`src/rtl/freq_ctrl.sv`:
```
// freq_ctrl: sequencer around the digit frequency counter in the Huffman
// front end. A Go pulse clears the counter, then a valid/ready symbol
// stream is turned into registered increment commands. After a two-cycle
// settle window the (symbol, frequency) table is serialised downstream over
// a valid/ready handshake.
// Optional build macro FREQ_SKIP_ZERO_EN: emit only entries with a nonzero
// frequency. Without it, all NSYM entries are emitted in ascending order.
module freq_ctrl #(
  parameter int NSYM     = 10,
  parameter int CW       = 8,
  parameter int MAX_SYMS = 255
) (
  input  logic              Clk_in,
  input  logic              nRst,
  input  logic              Go,
  output logic              Busy,
  output logic              Done,
  input  logic              Sym_valid,
  input  logic [3:0]        Sym_data,
  input  logic              Sym_last,
  output logic              Sym_ready,
  output logic              Cnt_clr,
  output logic              Cnt_en,
  output logic [3:0]        Cnt_data,
  input  logic [NSYM*CW-1:0] Num_bus,
  output logic              Out_valid,
  input  logic              Out_ready,
  output logic [3:0]        Out_sym,
  output logic [CW-1:0]     Out_freq,
  output logic              Out_last,
  output logic [8:0]        Total,
  output logic              Err_overflow
);

  localparam int IW = 4;

  typedef enum logic [2:0] {
    S_IDLE,
    S_CLEAR,
    S_COUNT,
    S_SETTLE,
    S_DUMP,
    S_DONE
  } state_t;

  state_t        state, state_nx;
  logic [IW-1:0] idx;
  logic          settle_cnt;
  logic          cnt_en_r;
  logic [3:0]    cnt_data_r;
  logic [8:0]    total_r;
  logic          err_r;

  logic          sym_xfer;
  logic          sym_countable;
  logic          at_max;

  logic [IW-1:0] cur;
  logic          ent_valid;
  logic          ent_last;
  logic [CW-1:0] cur_freq;
  logic          accept;

  assign sym_xfer      = Sym_valid && (state == S_COUNT);
  assign sym_countable = (int'(Sym_data) < NSYM);
  assign at_max        = (total_r == 9'(MAX_SYMS - 1));

`ifdef FREQ_SKIP_ZERO_EN
  logic [NSYM-1:0] nz_mask;
  logic [IW-1:0]   last_nz;

  // Pick the lowest nonzero entry at or above idx, and the highest nonzero entry
  always_comb begin
    nz_mask   = '0;
    cur       = '0;
    ent_valid = 1'b0;
    last_nz   = '0;
    for (int unsigned k = 0; k < NSYM; k++) begin
      nz_mask[k] = |Num_bus[k*CW +: CW];
    end
    for (int unsigned k = 0; k < NSYM; k++) begin
      if (nz_mask[k]) last_nz = IW'(k);
    end
    // Descending scan so the lowest qualifying index wins
    for (int unsigned j = 0; j < NSYM; j++) begin
      if (nz_mask[NSYM-1-j] && (IW'(NSYM-1-j) >= idx)) begin
        cur       = IW'(NSYM-1-j);
        ent_valid = 1'b1;
      end
    end
    ent_last = ent_valid && (cur == last_nz);
  end
`else
  // Every entry is emitted in order; the final one carries the last flag
  always_comb begin
    cur       = idx;
    ent_valid = 1'b1;
    ent_last  = (idx == IW'(NSYM - 1));
  end
`endif

  // Frequency of the current entry, selected from the packed counter bus
  always_comb begin
    cur_freq = '0;
    for (int unsigned k = 0; k < NSYM; k++) begin
      if (cur == IW'(k)) cur_freq = Num_bus[k*CW +: CW];
    end
  end

  assign Out_valid = (state == S_DUMP) && ent_valid;
  assign accept    = Out_valid && Out_ready;

  // Next-state logic
  always_comb begin
    state_nx = state;
    case (state)
      S_IDLE:   if (Go) state_nx = S_CLEAR;
      S_CLEAR:  state_nx = S_COUNT;
      S_COUNT: begin
        if (sym_xfer) begin
          if (!sym_countable)          state_nx = S_SETTLE;
          else if (Sym_last || at_max) state_nx = S_SETTLE;
        end
      end
      S_SETTLE: if (settle_cnt) state_nx = S_DUMP;
      S_DUMP: begin
        if (!ent_valid)              state_nx = S_DONE;
        else if (accept && ent_last) state_nx = S_DONE;
      end
      S_DONE:   state_nx = S_IDLE;
      default:  state_nx = S_IDLE;
    endcase
  end

  // State register
  always_ff @(posedge Clk_in or negedge nRst) begin
    if (!nRst) state <= S_IDLE;
    else       state <= state_nx;
  end

  // Settle window counter and table index
  always_ff @(posedge Clk_in or negedge nRst) begin
    if (!nRst) begin
      settle_cnt <= 1'b0;
      idx        <= '0;
    end else begin
      settle_cnt <= (state == S_SETTLE) ? ~settle_cnt : 1'b0;
      if (state == S_SETTLE) idx <= '0;
      else if (accept)       idx <= cur + 1'b1;
    end
  end

  // Registered increment command, run total and overflow flag
  always_ff @(posedge Clk_in or negedge nRst) begin
    if (!nRst) begin
      cnt_en_r   <= 1'b0;
      cnt_data_r <= '0;
      total_r    <= '0;
      err_r      <= 1'b0;
    end else begin
      cnt_en_r <= sym_xfer && sym_countable;
      if (state == S_CLEAR) begin
        total_r <= '0;
        err_r   <= 1'b0;
      end else if (sym_xfer && sym_countable) begin
        cnt_data_r <= Sym_data;
        total_r    <= total_r + 1'b1;
        if (at_max && !Sym_last) err_r <= 1'b1;
      end
    end
  end

  assign Busy         = (state != S_IDLE);
  assign Done         = (state == S_DONE);
  assign Sym_ready    = (state == S_COUNT);
  assign Cnt_clr      = (state == S_CLEAR);
  assign Cnt_en       = cnt_en_r;
  assign Cnt_data     = cnt_data_r;
  assign Out_sym      = Out_valid ? cur : '0;
  assign Out_freq     = Out_valid ? cur_freq : '0;
  assign Out_last     = Out_valid && ent_last;
  assign Total        = total_r;
  assign Err_overflow = err_r;

endmodule

```
`config.mk`:
```
export PLATFORM = sky130hd
export DESIGN_NAME = freq_ctrl
export DESIGN_NICKNAME = d
export VERILOG_FILES = /design/src/rtl/freq_ctrl.sv
export SDC_FILE = /design/constraint.sdc
export NUM_CORES = 1
export LEC_CHECK = 0
export CORE_MARGIN = 3
export CORE_UTILIZATION = 41
export DETAILED_ROUTE_END_ITERATION = 8
export PLACE_DENSITY = 0.93
export SYNTH_ARGS = -nofsm -noshare
export SYNTH_HDL_FRONTEND = slang
export SYNTH_SLANG_ARGS = --single-unit
```
`constraint.sdc`:
```
create_clock -name Clk_in -period 3.2 [get_ports Clk_in]
set_input_delay 0.64 -clock Clk_in [delete_from_list [all_inputs] [get_ports Clk_in]]
set_output_delay 0.64 -clock Clk_in [all_outputs]
set_load 0.02 [all_outputs]
```
* Word level (Yosys, flattened, before mapping)
Index checks and enable logic that the tools add are counted.
** Cells by class
- Reductions and logical operators :: 17
- Divide/modulo/power cells :: 0
- Add/subtract/negate cells :: 2
- Bitwise gates (word level) :: 2
- Eq/ne operators :: 20
- Magnitude comparators :: 1
- Multiply operators :: 0
- Shift-type cells :: 0
- Multiplexer cells :: 27
** Operators by type and width (number)
- 2-to-1 mux 8 bit :: 11
- 2-to-1 mux 3 bit :: 6
- 2-to-1 mux 9 bit :: 2
- == test 4 x 3 -> 1 bit (second input constant) :: 4
- case mux 3 bit (5 select lines) :: 1
- 2-to-1 mux 4 bit :: 3
- adder 9 x 1 -> 9 bit (second input constant) :: 1
- == test 9 x 8 -> 1 bit (second input constant) :: 1
- == test 4 x 2 -> 1 bit (second input constant) :: 2
- == test 4 bit (second input constant) :: 2
- == test 3 x 2 -> 1 bit (second input constant) :: 2
- == test 3 bit (second input constant) :: 2
- logical AND 1 bit :: 6
- nonzero test 2 bit :: 3
- AND reduction 5 bit :: 1
- adder 4 x 1 -> 4 bit (second input constant) :: 1
- == test 4 x 1 -> 1 bit (second input constant) :: 1
- logical NOT 4 bit :: 1
- < comparator 4 bit (second input constant) :: 1
- 2-to-1 mux 1 bit :: 4
- inequality test 2 x 1 -> 1 bit (second input constant) :: 2
- inequality test 2 bit (second input constant) :: 2
- AND reduction 2 bit :: 2
- == test 3 x 1 -> 1 bit (second input constant) :: 1
- 6 further kinds :: 7
** Word-level totals
- Register bits :: 23
- Memories :: 0
- Latch bits :: 0
- Output and inout port bits :: 33
- Memory bits (read-only) :: 0
- Bits of input ports :: 90
- RAM bits :: 0

* Depth between registers and ports, before layout
- Depth after elaboration :: 12
- Gate-level depth with buffers :: 9
- Gate-level depth less buffers :: 6

* Least setup slack after synthesis
Ideal clock, no wire load.
- Path kind :: reg2out
- Start point :: register idx[0] (netlist: cur[0])
- End point :: output port Out_freq[1]
- Data required time :: 2560 ps
- Data arrival time :: 2003 ps
- Setup slack :: 557 ps
- Stages on the path, launching flop included :: 10
- Cell sequence :: dfrtp_1 > inv_1 > ha_1 > buf_2 > nor2b_1 > buf_2 > buf_2 > a221oi_1 > o21ai_1 > o21ai_1
** Between the ends
- Cells in the longest elaborated chain, start to end :: 12
- Elaborated cells between the ends (all ways) :: 21
- Those cells by class :: eq/ne: 9; mux: 11; reduce/logical: 1
** Ends and longest elaborated chain
- start: declaration :: line 47 : logic [IW-1:0] idx;
- start signal: assignment :: line 149 : else if (accept) idx <= cur + 1'b1;
- logical NOT 4 bit :: line 106 : if (cur == IW'(k)) cur_freq = Num_bus[k*CW +: CW];
- 2-to-1 mux 8 bit (9 in series) :: line 106
- 2-to-1 mux 8 bit (*) :: line 106
- 2-to-1 mux 8 bit (*) :: line 180 : assign Out_freq = Out_valid ? cur_freq : '0;
- end: declaration :: line 29 : output logic [CW-1:0] Out_freq,
Every way passes the cells marked *; elsewhere a longest branch is shown, timed or not.

* Worst setup path in the final report
- Start point :: register idx[0] (netlist: cur[0])
- End point :: output port Out_freq[0]
The elaborated chain is that of the path after synthesis.

==> run_results.csv <==
group,metric,value,unit
run_status,outcome,"finished, final reports clean",
yosys,ys_warn_count,0,
min_path,min_path_type,"register to register",
yosys,synth_area,0.002372,mm2
global_route,grt_pass1_wl,12910,um
yosys,synthCells,294,
worst_setup_path,reg2reg_from,"cur[1]",
pwr,total_power,1.496,mW
clocking,clock_latency,270,ps
min_path,hold_path_depth,1,
clocking,htreeDepth,1,
place,placed_area,0.003701,mm2
timing,min_period,3111,ps
timing,fin_setup_tns,0,ps
yosys,synth-edff-count,0,
final_layout,syn2layout_area_growth,59.02,%
timing,finalCritPeriodShare,97.22,%
yosys,yosys.cell_types.count,52,
worst_setup_path,crit_path_max_fanout,23,
place,port-buffer-count,122,
worst_setup_path,r2r_setup_slack,1360,ps
yosys,ys_async_sr_fraction,100.0,%
pwr,power.density,396.5,mW/mm2
place,place_worst_setup_slack,17.65,ps
timing,setup_violations,0,
clocking,clock_sinks,23,
drt,wl_per_cell,17.70,um
final_layout,fin_area,0.003772,mm2
clocking,cts.path.max_buffers,2,
floorplanning,initial_core_util,42.82,%
pwr,power_frac_seq,27.7,%
drt,drt_iter0_markers,218,
timing,max_freq,321.4,MHz
final_layout,fillers,438,
min_path,worstHoldEndpoint,"settle_cnt",
yosys,ys_seq_area_share,24.26,%
worst_setup_path,arrival,2470,ps
drt,drc_errors,0,
global_route,antenna_found_initial,0,
global_route,grt_pass1_vias,2761,
worst_setup_path,startpoint,"cur[0]",
floorplanning,ios,123,
drt,vias,2880,
pwr,ir_worst_vdd,0.4533,mV
place,gp_congestion,0.8654,
timing,finClkSkew,5.941,ps
floorplanning,fp.dieW,82.07,um
drt,drt-pass1-iter-count,5,
timing,relSlewSlack,65.37,%
timing,finalHoldViolCount,0,
clocking,clk_pin_slew_worst_paths,80,ps
floorplanning,die_h,82.07,um
final_layout,diodes,0,
yosys,ys.flop_type,"dfrtp_1",
global_route,grt_overflow,0,
global_route,grt_max_degree,40,
final_layout,final_core_util,68.09,%
place,hpwl,6408,um
clocking,cts_buffers,3,
timing,holdWs,464.5,ps
floorplanning,die_area,0.006735,mm2
clocking,root_buffer,"clkbuf_8",
timing,fin_ws,88.90,ps
pwr,internal-power,907.4,uW
yosys,synth-seq-cells,23,
yosys,syn_avg_cell_area,8.069,um2
timing,worst_pin_slew,512.4,ps
drt,routed_via_density,5.975,
flow_run,max_cap_violations,0,
drt,antenna_left,0,
floorplanning,fp-row-count,27,
pwr,p_sw,588.4,uW
final_layout,final_nets,507,
floorplanning,core,0.005540,mm2
pwr,clockPowerShare,12.1,%
final_layout,drive_gt1_share,9.268,%
place,place_inst,477,
worst_setup_path,ff2ff_path_depth,7,
clocking,ctsHoldBuffers,0,
timing,slew_viol_final,0,
pwr,netSwitchingFraction,39.33,%
worst_setup_path,worstSetupPathType,"register to output port",
worst_setup_path,cp.required,2560,ps
min_path,worstHoldStart,"settle_cnt",
yosys,synthesis.nets,390,
final_layout,final_cells,482,
worst_setup_path,r2r_end,"state[0]",
worst_setup_path,end_kind,"output port",
worst_setup_path,worst_setup_path_start_kind,"register",
global_route,groute.usage.overall,24.17,%
drt,wl,8529,um
clocking,cts_tree,"done",
pwr,p_comb_share,60.2,%
pwr,power.leakage,1.530,nW
==> registers in the layout, indices dropped and copies added, names as in the netlist <==
| signal | cells |
|---|---|
| Err_overflow | 1 |
| settle_cnt | 1 |
| Total | 9 |
| Cnt_en | 1 |
| state | 3 |
| Cnt_data | 4 |
| cur | 4 |
==> how the worst max path moves through the flow <==
stage	cells after the start	slack, ps	to
6_report	8	90	Out_freq[0]
5_1_grt	8	-6	Out_freq[2]
4_1_cts	8	40	Out_freq[0]
3_5_place_dp	6	20	Out_freq[6]
3_3_place_gp	6	50	Out_freq[6]
2_1_floorplan	9	560	Out_freq[1]
==> cell type report <==
type                    count  area [um2]  share of cell area [%]
clock buffers               3       41.29                   1.095
clock inverters             1       5.005                  0.1327
inverters                  32       120.1                   3.184
multi-input cells         212        1560                   41.36
flip-flops and latches     23       578.1                   15.32
well taps                  72       90.09                   2.388
repair buffers            139        1378                   36.52
==> power by group through the flow <==
stage | clock network (mW) | registers, mW | logic, mW
finish | 0.181 | 0.415 | 0.900
global route | 0.199 | 0.425 | 0.971
CTS | 0.185 | 0.414 | 0.897
detailed placement | 0 | 0.419 | 0.893
global placement | 0 | 0.416 | 0.874
floorplan | 0 | 0.477 | 0.445
==> synth_stat cells (all sizes together), types with 2 or more instances <==
library cell	instances	area [um2]
a211oi	2	15.01
a22o	8	70.07
nand4	2	12.51
a221o	7	70.07
a222oi	7	70.07
a21oi	17	85.08
buf	9	72.57
nor3b	6	61.31
nor2b	2	12.51
inv	32	120.1
mux2	3	33.78
and3	3	18.77
nor4	8	110.1
and2	2	12.51
a211o	8	70.07
and2b	2	15.01
nor2	5	18.77
a22oi	7	52.55
nor4bb	14	140.1
dfrtp	23	575.6
nand2b	2	12.51
or3	7	43.79
nor3	2	10.01
ha	6	75.07
nand2	26	97.59
clkbuf	18	67.56
and3b	3	26.28
o21ai	23	115.1
a221oi	10	87.58
nand3	14	75.07
o31ai	2	15.01
==> layout by cell type (no fill, tap or decap), types with 4 or more instances in the layout <==
cell / n
dfrtp_1: 21
nand3_1: 13
a211o_1: 8
a21oi_1: 17
a22o_1: 8
clkdlybuf4s50_1: 114
ha_1: 6
o21ai_0: 12
nor2_1: 5
buf_4: 14
o21ai_1: 11
or3_1: 7
a222oi_1: 7
nor4bb_1: 12
nor4_4: 4
inv_1: 32
a221oi_1: 10
a221o_1: 7
dlygate4sd2_1: 7
a22oi_1: 7
nand2_1: 26
==> kinds of logic after synthesis <==
kind of cell             synth area share, %
multiplexers                           1.846
adder cells (fa/ha/maj)                3.164
flip-flops                             24.26
AND/OR/NAND/NOR                        29.80
AO/OA/AOI/OAI                          29.96
buffers and inverters                  10.97
==> worst max-delay path, stage by stage (launching register included) <==
cell and delay [ps]:
dfrtp_2 410, inv_1 100, ha_1 240, nor2b_1 170, buf_12 160, a221o_1 310
a222oi_1 370, o21ai_1 140, clkdlybuf4s15_1 300
==> routing by layer <==
layer | wire [um] | global-route usage [%] | part of all wire, %
met5 | 0 | 0 | 0
met4 | 228 | 8.472 | 2.7
met3 | 849 | 3.838 | 10
met2 | 4298 | 43.62 | 50
met1 | 3152 | 28.72 | 37
==> what timing repair did <==
action                                  CTS  global route
resized for setup                        10             5
endpoints found under the setup margin    8             7
pin swaps                                 0             1
buffers inserted                          0             1
Power figures use the tool's default switching activity.
